File: src/rtl/trng_ctrl.sv
// Sequencer for the 256-bit mod-P TRNG: packs 16-bit entropy samples into a candidate,
// rejection-samples it against P and serves accepted numbers as eight 32-bit words.
module trng_ctrl #(
    parameter logic [255:0] P       = 256'hffffffff00000001000000000000000000000000ffffffffffffffffffffffff,
    parameter int unsigned  MAX_REJ = 8
) (
    input  logic        clk,
    input  logic        rst,
    input  logic        start,
    output logic        samp_req,
    input  logic        samp_valid,
    input  logic [15:0] samp_data,
    input  logic        rd_en,
    input  logic [2:0]  addr,
    output logic [31:0] rd_data,
    output logic        rd_valid,
    output logic        rdy,
    output logic        busy,
    output logic        err,
    output logic [7:0]  rej_cnt
);

    typedef enum logic [1:0] {IDLE, COLLECT, CHECK, READY} state_t;

    state_t             state_q, state_d;
    logic [3:0]         cnt_q, cnt_d;
    logic [15:0][15:0]  cand_q, cand_d;
    logic [7:0][31:0]   mem_q, mem_d;
    logic [31:0]        rd_data_q, rd_data_d;
    logic               rd_valid_q, rd_valid_d;
    logic               err_q, err_d;
    logic [7:0]         rej_cnt_q, rej_cnt_d;
    logic [7:0]         rej_inc;

    always_ff @(posedge clk or posedge rst) begin
        if (rst) begin
            state_q    <= IDLE;
            cnt_q      <= '0;
            cand_q     <= '0;
            mem_q      <= '0;
            rd_data_q  <= '0;
            rd_valid_q <= 1'b0;
            err_q      <= 1'b0;
            rej_cnt_q  <= '0;
        end else begin
            state_q    <= state_d;
            cnt_q      <= cnt_d;
            cand_q     <= cand_d;
            mem_q      <= mem_d;
            rd_data_q  <= rd_data_d;
            rd_valid_q <= rd_valid_d;
            err_q      <= err_d;
            rej_cnt_q  <= rej_cnt_d;
        end
    end

    always_comb begin
        state_d    = state_q;
        cnt_d      = cnt_q;
        cand_d     = cand_q;
        mem_d      = mem_q;
        rd_data_d  = rd_data_q;
        rd_valid_d = 1'b0;
        err_d      = err_q;
        rej_cnt_d  = rej_cnt_q;
        rej_inc    = (rej_cnt_q == 8'hFF) ? 8'hFF : rej_cnt_q + 8'd1;

        // Reads are decided on the pre-transition state, so a read issued
        // together with start still returns the old number.
        if (rd_en && state_q == READY) begin
            rd_valid_d = 1'b1;
            rd_data_d  = mem_q[addr];
        end

        case (state_q)
            IDLE, READY: begin
                if (start) begin
                    state_d   = COLLECT;
                    cnt_d     = '0;
                    rej_cnt_d = '0;
                    err_d     = 1'b0;
                end
            end
            COLLECT: begin
                if (samp_valid) begin
                    cand_d[cnt_q] = samp_data;
                    cnt_d         = cnt_q + 4'd1;
                    if (cnt_q == 4'd15) state_d = CHECK;
                end
            end
            CHECK: begin
                if (cand_q < P) begin
                    mem_d   = cand_q;
                    state_d = READY;
                end else begin
                    rej_cnt_d = rej_inc;
                    if (rej_inc == 8'(MAX_REJ)) begin
                        err_d   = 1'b1;
                        state_d = IDLE;
                    end else begin
                        cnt_d   = '0;
                        state_d = COLLECT;
                    end
                end
            end
            default: state_d = IDLE;
        endcase
    end

    assign samp_req = (state_q == COLLECT);
    assign busy     = (state_q == COLLECT) || (state_q == CHECK);
    assign rdy      = (state_q == READY);
    assign rd_data  = rd_data_q;
    assign rd_valid = rd_valid_q;
    assign err      = err_q;
    assign rej_cnt  = rej_cnt_q;

endmodule

File: config.mk
export PLATFORM = sky130hd
export DESIGN_NAME = trng_ctrl
export DESIGN_NICKNAME = d
export VERILOG_FILES = /design/src/rtl/trng_ctrl.sv
export SDC_FILE = /design/constraint.sdc
export NUM_CORES = 1
export LEC_CHECK = 0
export ABC_AREA = 1
export BUFFER_PORTS_ARGS = -buffer_cell sky130_fd_sc_hd__buf_4
export CAP_MARGIN = 20
export CELL_PAD_IN_SITES_DETAIL_PLACEMENT = 2
export CELL_PAD_IN_SITES_GLOBAL_PLACEMENT = 2
export CORE_MARGIN = 2
export CORE_UTILIZATION = 39
export DETAILED_ROUTE_END_ITERATION = 6
export GPL_ROUTABILITY_DRIVEN = 0
export PLACE_DENSITY_LB_ADDON = 0.1
export SLEW_MARGIN = 15
export SYNTH_ARGS = -nofsm -noshare
export SYNTH_HDL_FRONTEND = slang
export SYNTH_SLANG_ARGS = --single-unit
File: constraint.sdc
create_clock -name clk -period 25.1 [get_ports clk]
set_input_delay 5.02 -clock clk [delete_from_list [all_inputs] [get_ports clk]]
set_output_delay 5.02 -clock clk [all_outputs]
set_load 0.01 [all_outputs]
==> results of run 1 <==
placed cells by master (no fill, tap or decap), drive strengths merged:
cell type  synthesis  routed
a21oi             72      72
buf               66     103
bufinv             0       3
clkbuf           103     100
clkinv             1      14
clkinvlp           0       1
dfrtp            560     560
diode              0       1
ha                 8       8
inv              367     367
mux2i             64      64
nand2            765     765
nand3             53      53
nand3b             2       2
nand4             18      18
nor2             136     136
nor3               5       5
o211ai            64      64
o21ai            589     589
o21bai             1       1
xnor2              1       1
xor2               4       4
logic make-up after synthesis:
family | synth area share
buf+inv | 0.0911
compound gates | 0.158
fa+ha+maj | 0.00401
xor+xnor | 0.00176
mux | 0.0257
simple gates | 0.157
flops | 0.562
state kept, by name, summed over array words and instances (netlist names):
name and count:
rd_valid 1, state_q 2, cnt_q 4, rd_data 32, err 1, cand_q 256
rej_cnt 8, mem_q 256
routing by layer:
metal / global-route usage / up-vias
met5: 0 / -
met2: 0.448 / 321
met3: 0.0321 / 99
met4: 0.0688 / 0
li1: - / 9198
met1: 0.385 / 10537
critical path: stages:
cell,delay [ps]
buf_4,690
inv_2,570
buf_4,460
o21ai_0,490
o211ai_1,190
nand2_1,100
synthesized netlist by cell type:
cell,n,share of area
xnor2_1,1,0.00035
nor3_1,5,0.0010
xor2_1,4,0.0014
clkinv_1,1,0.00015
nand3_1,52,0.010
buf_8,1,0.00060
o21ai_2,40,0.014
clkbuf_1,103,0.016
buf_6,26,0.012
inv_2,7,0.0011
mux2i_1,64,0.026
buf_12,1,0.00080
a21oi_1,71,0.014
dfrtp_1,560,0.56
buf_1,11,0.0017
nand2_1,723,0.11
o21ai_1,196,0.039
o211ai_1,64,0.019
nand3_2,1,0.00040
nor2_2,3,0.00075
nand3b_1,2,0.00060
nor2_1,133,0.020
nand2_2,42,0.011
o21ai_0,353,0.071
buf_2,27,0.0054
ha_1,8,0.0040
nand4_1,18,0.0045
o21bai_1,1,0.00030
inv_1,360,0.054
a21oi_2,1,0.00035
power groups by stage:
stage | combinational (mW) | sequential [mW] | clock [mW]
final | 0.526 | 1.19 | 0.986
after global routing | 0.594 | 1.20 | 1.04
after CTS | 0.531 | 1.19 | 1.01
after detailed placement | 0.525 | 1.20 | 0
after global placement | 0.491 | 1.19 | 0
after floorplan | 0.343 | 1.15 | 0
final cells by class:
class | count | area [um^2] | area share
diodes | 1 | 2.50 | 0.0000886
clock buffers | 100 | 2040 | 0.0722
clock inverters | 17 | 163 | 0.00576
inverters | 368 | 1390 | 0.0492
multi-input cells | 1782 | 8670 | 0.307
flip-flops and latches | 560 | 14000 | 0.496
well taps | 846 | 1060 | 0.0375
repair buffers | 103 | 916 | 0.0324
path summary, 6_finish.rpt:
check / start / to / slack [ps]
max reg2reg: cand_q[25] / mem_q[124] / 20580
min: cand_q[200] / cand_q[200] / 480
max: addr[1] / rd_data[10] / 18010
min in group asynchronous: rst / mem_q[99] / 4590
max in group asynchronous: rst / cand_q[189] / 18090
min reg2reg: cand_q[200] / cand_q[200] / 480
through the flow:
step	setup WS [ps]	cell area, um^2	hold WS [ps]	util
final	18010	28200	482	0.447
after global routing	17710	28200	505	0.447
after CTS	18010	28100	487	0.444
after detailed placement	17370	25900	473	0.410
after global placement	17410	25900	465	0.409
after floorplan	4420	24900	453	-
==> results.json, run 1 <==
{
  "finalWirelength_mm": 88.0,
  "pwr-share-seq": 0.439,
  "routedWlPerCell_um": 23.3,
  "ys_seq_elements": 560,
  "cts_tree": "yes",
  "dieArea_um2": 66000,
  "num_rows": 92,
  "chipWidth_um": 257,
  "startpoint_type": "primary input",
  "syn-cell-area_um2": 24900,
  "wl_met2_mm": 41.9,
  "synthCells": 2879,
  "ctsResizeCount": 0,
  "h-tree-depth": 3,
  "met3_wirelength_mm": 2.82,
  "grt_setup_unrepaired": "no",
  "crit_required_ps": 25630,
  "finalCritPeriodShare": 0.283,
  "p_total_mw": 2.70,
  "syn2layout_area_growth_pct": 13.3,
  "start_util": 0.395,
  "ys_warn_count": 0,
  "drv_cap": 0,
  "clkPwrFrac": 0.365,
  "tns_ps": 0,
  "power.leakage_nw": 12.7,
  "internal-power_mw": 1.81,
  "clock_latency_ps": 600,
  "clockBufferDepth": 3,
  "antenna_found_initial": 2,
  "skew_ps": 21.1,
  "dp_hpwl_mm": 57.0,
  "via_count": 20155,
  "cp-end-kind": "flop",
  "top_layer": "met4",
  "path_clk_slew_ps": 60,
  "postCtsSetupRepairBufs": 0,
  "cts_sinks": 560,
  "io_buffers": 68,
  "synth-seq-area-share": 0.562,
  "period_minus_slack_ps": 7090,
  "worstRegToRegCells": 14,
  "drc": 0,
  "dp_cells": 3651,
  "die_h_um": 257,
  "wl_met1_mm": 41.3,
  "ant_nets": 0,
  "p_switching_uw": 889,
  "holdPathStages": 2,
  "layout-drive-gt1-share": 0.103,
  "slew_headroom": 0.263,
  "run_status": "complete, no violations",
  "core-area_um2": 63200,
  "hp-class": "flop to flop",
  "grt_max_degree": 206,
  "p_comb_frac": 0.195,
  "layout.nets": 2914,
  "clock.fmax_ghz": 0.141,
  "grt_pass1_vias": 21972,
  "ir_worst_vdd_uv": 50.2,
  "io_pins": 69,
  "viasPerCell": 5.34,
  "synth_cell_types": 30,
  "synth_nets": 2911,
  "syn_avg_cell_area_um2": 8.66,
  "cp.arrival_ps": 7620,
  "grt_pass1_wl_mm": 137,
  "drt_iter0_drc": 1315,
  "grt_overflow": 0,
  "worst_slew_pin_slew_ps": 1100,
  "final_cell_count_no_fill": 3777,
  "finalSetupViolations": 0,
  "fill_cells": 6913,
  "numCtsBuffers": 67,
  "swShare": 0.329,
  "p_per_area_nw_per_um2": 95.5,
  "finalHoldViolCount": 0,
  "ctsHoldBuffers": 0,
  "critical_path_class": "primary input to flop",
  "drt-pass1-iter-count": 5,
  "gr-usage-all-layers": 0.273,
  "cts-root-buf": "clkbuf_16",
  "drv_slew": 0,
  "cp_max_fo": 65
}
Note: power is estimated with default switching activity, not from simulation.
==> run 2, diff against run 1 <==
--- a/config.mk
+++ b/config.mk
@@ -5,13 +5,13 @@
 export SDC_FILE = /design/constraint.sdc
 export NUM_CORES = 1
 export LEC_CHECK = 0
-export ABC_AREA = 1
+export ABC_AREA = 0
 export BUFFER_PORTS_ARGS = -buffer_cell sky130_fd_sc_hd__buf_4
 export CAP_MARGIN = 20
 export CELL_PAD_IN_SITES_DETAIL_PLACEMENT = 2
 export CELL_PAD_IN_SITES_GLOBAL_PLACEMENT = 2
 export CORE_MARGIN = 2
-export CORE_UTILIZATION = 39
+export CORE_UTILIZATION = 42
 export DETAILED_ROUTE_END_ITERATION = 6
 export GPL_ROUTABILITY_DRIVEN = 0
 export PLACE_DENSITY_LB_ADDON = 0.1
==> constraint.sdc (replaced) <==
create_clock -name clk -period 6.3 [get_ports clk]
set_input_delay 1.26 -clock clk [delete_from_list [all_inputs] [get_ports clk]]
set_output_delay 1.26 -clock clk [all_outputs]
set_load 0.01 [all_outputs]
==> run 2 against run 1 <==
- total power grew to 4.6 times the previous value
- sequential cell count is the same
- clock skew shrank 4.4 ps
- largest cell class unchanged
- sequential power grew to 4.8 times the previous value
- first-iteration DRC count shrank 36%
- count of clock-buffer cells in the layout shrank 5
- worst hold slack is essentially flat
==> results.json, run 2 <==
{
  "run_status": "complete, no violations",
  "final_cell_mix": "dfrtp_1 (560), mux2_1 (381), mux2_2 (131)",
  "postCtsSetupRepairBufs": 0,
  "num_rows": 87,
  "ir_worst_vdd_uv": 218,
  "final_cell_area_um2": 27100,
  "drv_cap": 0,
  "dieArea_um2": 58900,
  "detailed_place.area_um2": 25000,
  "ys_warn_count": 0,
  "layout.nets": 1642,
  "viasPerCell": 5.69,
  "synth_cell_types": 40,
  "yosysTopAreaCellShare": 0.586,
  "fin_ws_ps": 2340,
  "chipWidth_um": 243,
  "syn_avg_cell_area_um2": 15.5,
  "antenna_found_initial": 3,
  "finalWirelength_mm": 72.4,
  "synth.area.top_cells": "dfrtp_1 (59%), mux2_1 (18%), mux2_2 (6.2%)",
  "core-area_um2": 56400,
  "io_pins": 69,
  "swShare": 0.320,
  "holdPathStages": 1,
  "ys_top_cells_by_count": "dfrtp_1 (560), mux2_1 (381), mux2_2 (131)",
  "die_h_um": 243,
  "n_antenna_cell": 0,
  "h-tree-depth": 2,
  "p_per_area_nw_per_um2": 459,
  "ctsResizeCount": 0,
  "skew_ps": 16.8,
  "clock_latency_ps": 620,
  "internal-power_mw": 8.45,
  "tns_ps": 0,
  "slew_headroom": 0.271,
  "clockBufferDepth": 3,
  "synth-seq-area-share": 0.586,
  "synth-main-ff-cell": "dfrtp_1",
  "grt_pass1_vias": 15387,
  "ctsHoldBuffers": 0,
  "critical_path_class": "flop to flop",
  "detailedPlace.worstSlack_ps": 2370,
  "grt_pass1_wl_mm": 109,
  "drt-pass1-iter-count": 5,
  "worstRegToRegCells": 7,
  "drt_iter0_drc": 840,
  "grt_max_degree": 169,
  "synthCells": 1542,
  "via_count": 13733,
  "hp-class": "flop to flop",
  "layout-drive-gt1-share": 0.250,
  "clkPwrFrac": 0.300,
  "cts_tree": "yes",
  "path_clk_slew_ps": 60,
  "synth_edf_count": 0,
  "p_switching_mw": 3.97,
  "period_minus_slack_ps": 3960,
  "routedWlPerCell_um": 30.0,
  "cts_sinks": 560,
  "power.leakage_nw": 12.9,
  "cp.arrival_ps": 4440,
  "drc": 0,
  "finalHoldViolCount": 0,
  "crit_required_ps": 6780,
  "drv_slew": 0,
  "io_buffers": 68,
  "finalSetupViolations": 0,
  "syn2layout_area_growth_pct": 13.1,
  "clock.fmax_ghz": 0.252,
  "cp-end-kind": "flop",
  "syn-cell-area_um2": 23900,
  "synth_nets": 1574,
  "finalCritPeriodShare": 0.629,
  "dp_hpwl_mm": 48.5,
  "final_util": 0.480,
  "worst_slew_pin_slew_ps": 1080,
  "synth.most_common_cell": "dfrtp_1",
  "cts-root-buf": "clkbuf_16",
  "cp_max_fo": 29,
  "p_comb_frac": 0.237,
  "async_reset_ff_frac": 1.00,
  "numCtsBuffers": 60,
  "final_common_cell": "dfrtp_1",
  "netlist.top_cell.by_area": "dfrtp_1",
  "grt_setup_unrepaired": "no",
  "ant_nets": 0,
  "grt_overflow": 0,
  "start_util": 0.424,
  "gr-usage-all-layers": 0.253,
  "startpoint_type": "flop",
  "ys_seq_elements": 560,
  "pwr-share-seq": 0.463
}
## run 2: changes by cell type in the layout (fill, tap and decap cells not counted), sizes merged, moves of 9 or more
cell / delta
a21oi: -31
inv: -360
mux2: +512
mux2i: -28
mux4: +64
nand2: -754
nand2b: +9
nand3: -38
nand4: +26
nor2: -82
nor4: +42
o211ai: -60
o21ai: -577
## run 2: cell families (layout without fill, tap and decap cells)
group / count (synthesis) / count (layout) / share of synthesized area
AOI/OAI and AO/OA: 69 / 69 / 0.0173
adders and majority gates: 8 / 8 / 0.00418
buffers and inverters: 105 / 221 / 0.0347
DFF: 560 / 560 / 0.586
muxes: 612 / 612 / 0.316
and+or+nand+nor: 188 / 188 / 0.0419
## run 2: worst paths after layout
kind / start / to / slack, ps
worst max-delay path: cand_q[132] / mem_q[41] / 2340
worst min-delay path: mem_q[221] / mem_q[221] / 480
worst max register to register: cand_q[132] / mem_q[41] / 2340
worst min register to register: mem_q[221] / mem_q[221] / 480
max in group asynchronous: rst / cand_q[157] / 4050
min in group asynchronous: rst / mem_q[52] / 790
## run 2: metal layers
layer  track usage  vias to the layer above  part of all wire
li1              -                     5838                 -
met1         0.360                     7538              0.46
met2         0.409                      262              0.48
met3        0.0334                       93             0.038
met4        0.0684                        2             0.024
met5             0                        -           0.00012
## run 2: stage by stage
step	hold WS [ps]	total power, mW	cells
6_report	482	12.4	2414
5_1_grt	497	13.0	2414
4_1_cts	487	12.6	2414
3_5_place_dp	470	8.76	2304
3_3_place_gp	462	8.56	2302
2_1_floorplan	452	7.47	1542
## run 2: power groups by stage
stage / Sequential, mW / Combinational, mW / Clock, mW
floorplan: 5.37 / 2.10 / 0
global placement: 5.72 / 2.84 / 0
detailed placement: 5.79 / 2.97 / 0
CTS: 5.75 / 3.00 / 3.82
global route: 5.91 / 3.19 / 3.95
finish: 5.75 / 2.94 / 3.73
## run 2: layout make-up
type                            count  area, um^2
Tap cell                          756         946
Multi-Input combinational cell    877        9110
Sequential cell                   560       14000
Fill cell                        5282       29300
Clock buffer                       95        1920
Inverter                            8        33.8
Timing Repair Buffer              103         856
Clock inverter                     15         180
## run 2: worst max-delay path, stage by stage (launching register included)
cell and delay (ps):
dfrtp_1 410, nor4_1 790, nand4_1 330, nor4_1 410, o211ai_2 260, a21oi_4 690
buf_4 520, mux2_1 400
==> run 3, diff against run 2 <==
--- a/config.mk
+++ b/config.mk
@@ -11,7 +11,7 @@
 export CELL_PAD_IN_SITES_DETAIL_PLACEMENT = 2
 export CELL_PAD_IN_SITES_GLOBAL_PLACEMENT = 2
 export CORE_MARGIN = 2
-export CORE_UTILIZATION = 42
+export CORE_UTILIZATION = 46
 export DETAILED_ROUTE_END_ITERATION = 6
 export GPL_ROUTABILITY_DRIVEN = 0
 export PLACE_DENSITY_LB_ADDON = 0.1
==> constraint.sdc (replaced) <==
create_clock -name clk -period 4.1 [get_ports clk]
set_input_delay 0.82 -clock clk [delete_from_list [all_inputs] [get_ports clk]]
set_output_delay 0.82 -clock clk [all_outputs]
set_load 0.01 [all_outputs]
==> run 3 against run 2 <==
- sequential share of layout area fell by 0.20 points
- non-clock buffer count rose by 19
- clock power rose by 51%
- global-route usage rose by 2.9 points
- clock skew rose by 8.4 ps
- sequential power rose by 54%
- worst hold slack got worse by 280 ps
- design area rose by 0.38%
- total power rose by 55%
- utilization rose by 4.9 points
- die area fell by 8.6%
- first-iteration DRC count fell by 0.95%
- critical path type unchanged
- critical endpoint is now mem_q[117]
- largest cell class unchanged
==> results.json, run 3 (same netlist as run 2, synthesis figures left out) <==
{
  "finalSetupViolations": 0,
  "clockBufferDepth": 3,
  "core-area_um2": 51400,
  "dp_cells": 2247,
  "h-tree-depth": 2,
  "worst_slew_pin_slew_ps": 1190,
  "finalCritPeriodShare": 0.867,
  "clock.fmax_ghz": 0.281,
  "period_minus_slack_ps": 3550,
  "fill_cells": 4602,
  "final_common_cell": "dfrtp_1",
  "gr-usage-all-layers": 0.281,
  "fin_ws_ps": 547,
  "path_clk_slew_ps": 60,
  "clock_latency_ps": 630,
  "power.leakage_nw": 13.0,
  "grt_max_degree": 106,
  "cp.arrival_ps": 4060,
  "cts_tree": "yes",
  "grt_pass1_wl_mm": 110,
  "crit_required_ps": 4600,
  "cts-root-buf": "clkbuf_16",
  "via_count": 13931,
  "critical_path_class": "flop to flop",
  "drt_iter0_drc": 832,
  "ctsHoldBuffers": 0,
  "num_rows": 83,
  "reg2reg_slack_ps": 550,
  "seqCellArea_um2": 14000,
  "detailed_place.area_um2": 25100,
  "chipWidth_um": 232,
  "ir_worst_vdd_uv": 352,
  "final_cell_mix": "dfrtp_1 (560), mux2_1 (381), mux2_2 (131)",
  "detailedPlace.worstSlack_ps": 580,
  "finalHoldViolCount": 0,
  "viasPerCell": 5.91,
  "worstRegToRegCells": 8,
  "cp_max_fo": 32,
  "dieArea_um2": 53900,
  "drc": 0,
  "slew_headroom": 0.206,
  "drv_cap": 0,
  "start_util": 0.465,
  "drv_slew": 0,
  "final_cell_count_no_fill": 2357,
  "p_per_area_nw_per_um2": 707,
  "final_cell_area_um2": 27200,
  "startpoint_type": "flop",
  "layout.nets": 1661,
  "finalWirelength_mm": 72.3,
  "cp-end-kind": "flop",
  "layout-drive-gt1-share": 0.253,
  "die_h_um": 232,
  "routedWlPerCell_um": 30.7,
  "ctsResizeCount": 0,
  "numCtsBuffers": 60,
  "grt_pass1_vias": 15871,
  "dp_hpwl_mm": 49.0,
  "antenna_found_initial": 2,
  "ant_nets": 0,
  "skew_ps": 25.2,
  "grt_setup_unrepaired": "no",
  "postCtsSetupRepairBufs": 0,
  "drt-pass1-iter-count": 4,
  "hp-class": "primary input to asynchronous set/reset pin",
  "multiInputGateArea_um2": 9100,
  "grt_overflow": 0,
  "cts_sinks": 560,
  "io_buffers": 68,
  "io_pins": 69,
  "run_status": "complete, no violations",
  "whs_ps": 202,
  "syn2layout_area_growth_pct": 13.5
}
==> run 3: changes by cell type in the layout (fill, tap and decap cells not counted) <==
cell        before  now
nor4_2           3    1
nor2_2           6    7
nor4_1          39   41
clkinvlp_4       3    2
clkbuf_8        27   15
bufinv_16        4    6
nor2_1          48   47
buf_4           94  105
inv_6            0    2
buf_12           7   17
clkbuf_1         7   14
diode_2          0    2
buf_2            2    0
==> run 3: layout make-up <==
class / count / area share
Inverter: 8 / 0.00124
Tap cell: 680 / 0.0313
Clock buffer: 90 / 0.0657
Timing Repair Buffer: 122 / 0.0415
Clock inverter: 18 / 0.00921
Sequential cell: 560 / 0.516
Multi-Input combinational cell: 877 / 0.335
Antenna cell: 2 / 0.000184
==> run 3: power breakdown <==
group / switching, mW / internal (mW)
sequential: 1.54 / 7.35
combinational: 2.35 / 2.33
clock: 2.28 / 3.36
total: 6.17 / 13.0
==> run 3: worst paths after layout <==
path	start	end
min reg2reg	mem_q[70]	mem_q[70]
min	rst	mem_q[33]
max	cand_q[175]	mem_q[117]
max reg2reg	cand_q[175]	mem_q[117]
max in group asynchronous	rst	mem_q[106]
min in group clk	mem_q[70]	mem_q[70]
==> run 3: stage by stage <==
stage / TNS [ps] / util / power (mW)
after CTS: 0 / 0.528 / 19.4
after detailed placement: 0 / 0.489 / 13.6
final: 0 / 0.529 / 19.2
after global placement: 0 / 0.489 / 13.2
after global routing: 0 / 0.528 / 20.2
after floorplan: -2432490 / - / 11.5
==> run 3: metal layers <==
| layer | vias up | global-route usage | wire length [um] |
|---|---|---|---|
| li1 | 5853 | - | - |
| met1 | 7728 | 0.392 | 32800 |
| met2 | 253 | 0.461 | 34900 |
| met3 | 97 | 0.0426 | 2580 |
| met4 | 0 | 0.0793 | 2040 |
| met5 | - | 0 | 0 |
==> run 3: critical path, cell delays in order (launching register included) <==
cell      delay (ps)
dfrtp_1          430
nor4_1           580
nand4_1          310
nor4_1           590
o211ai_2         340
a21oi_4          240
buf_12           290
buf_12           240
mux2_1           350
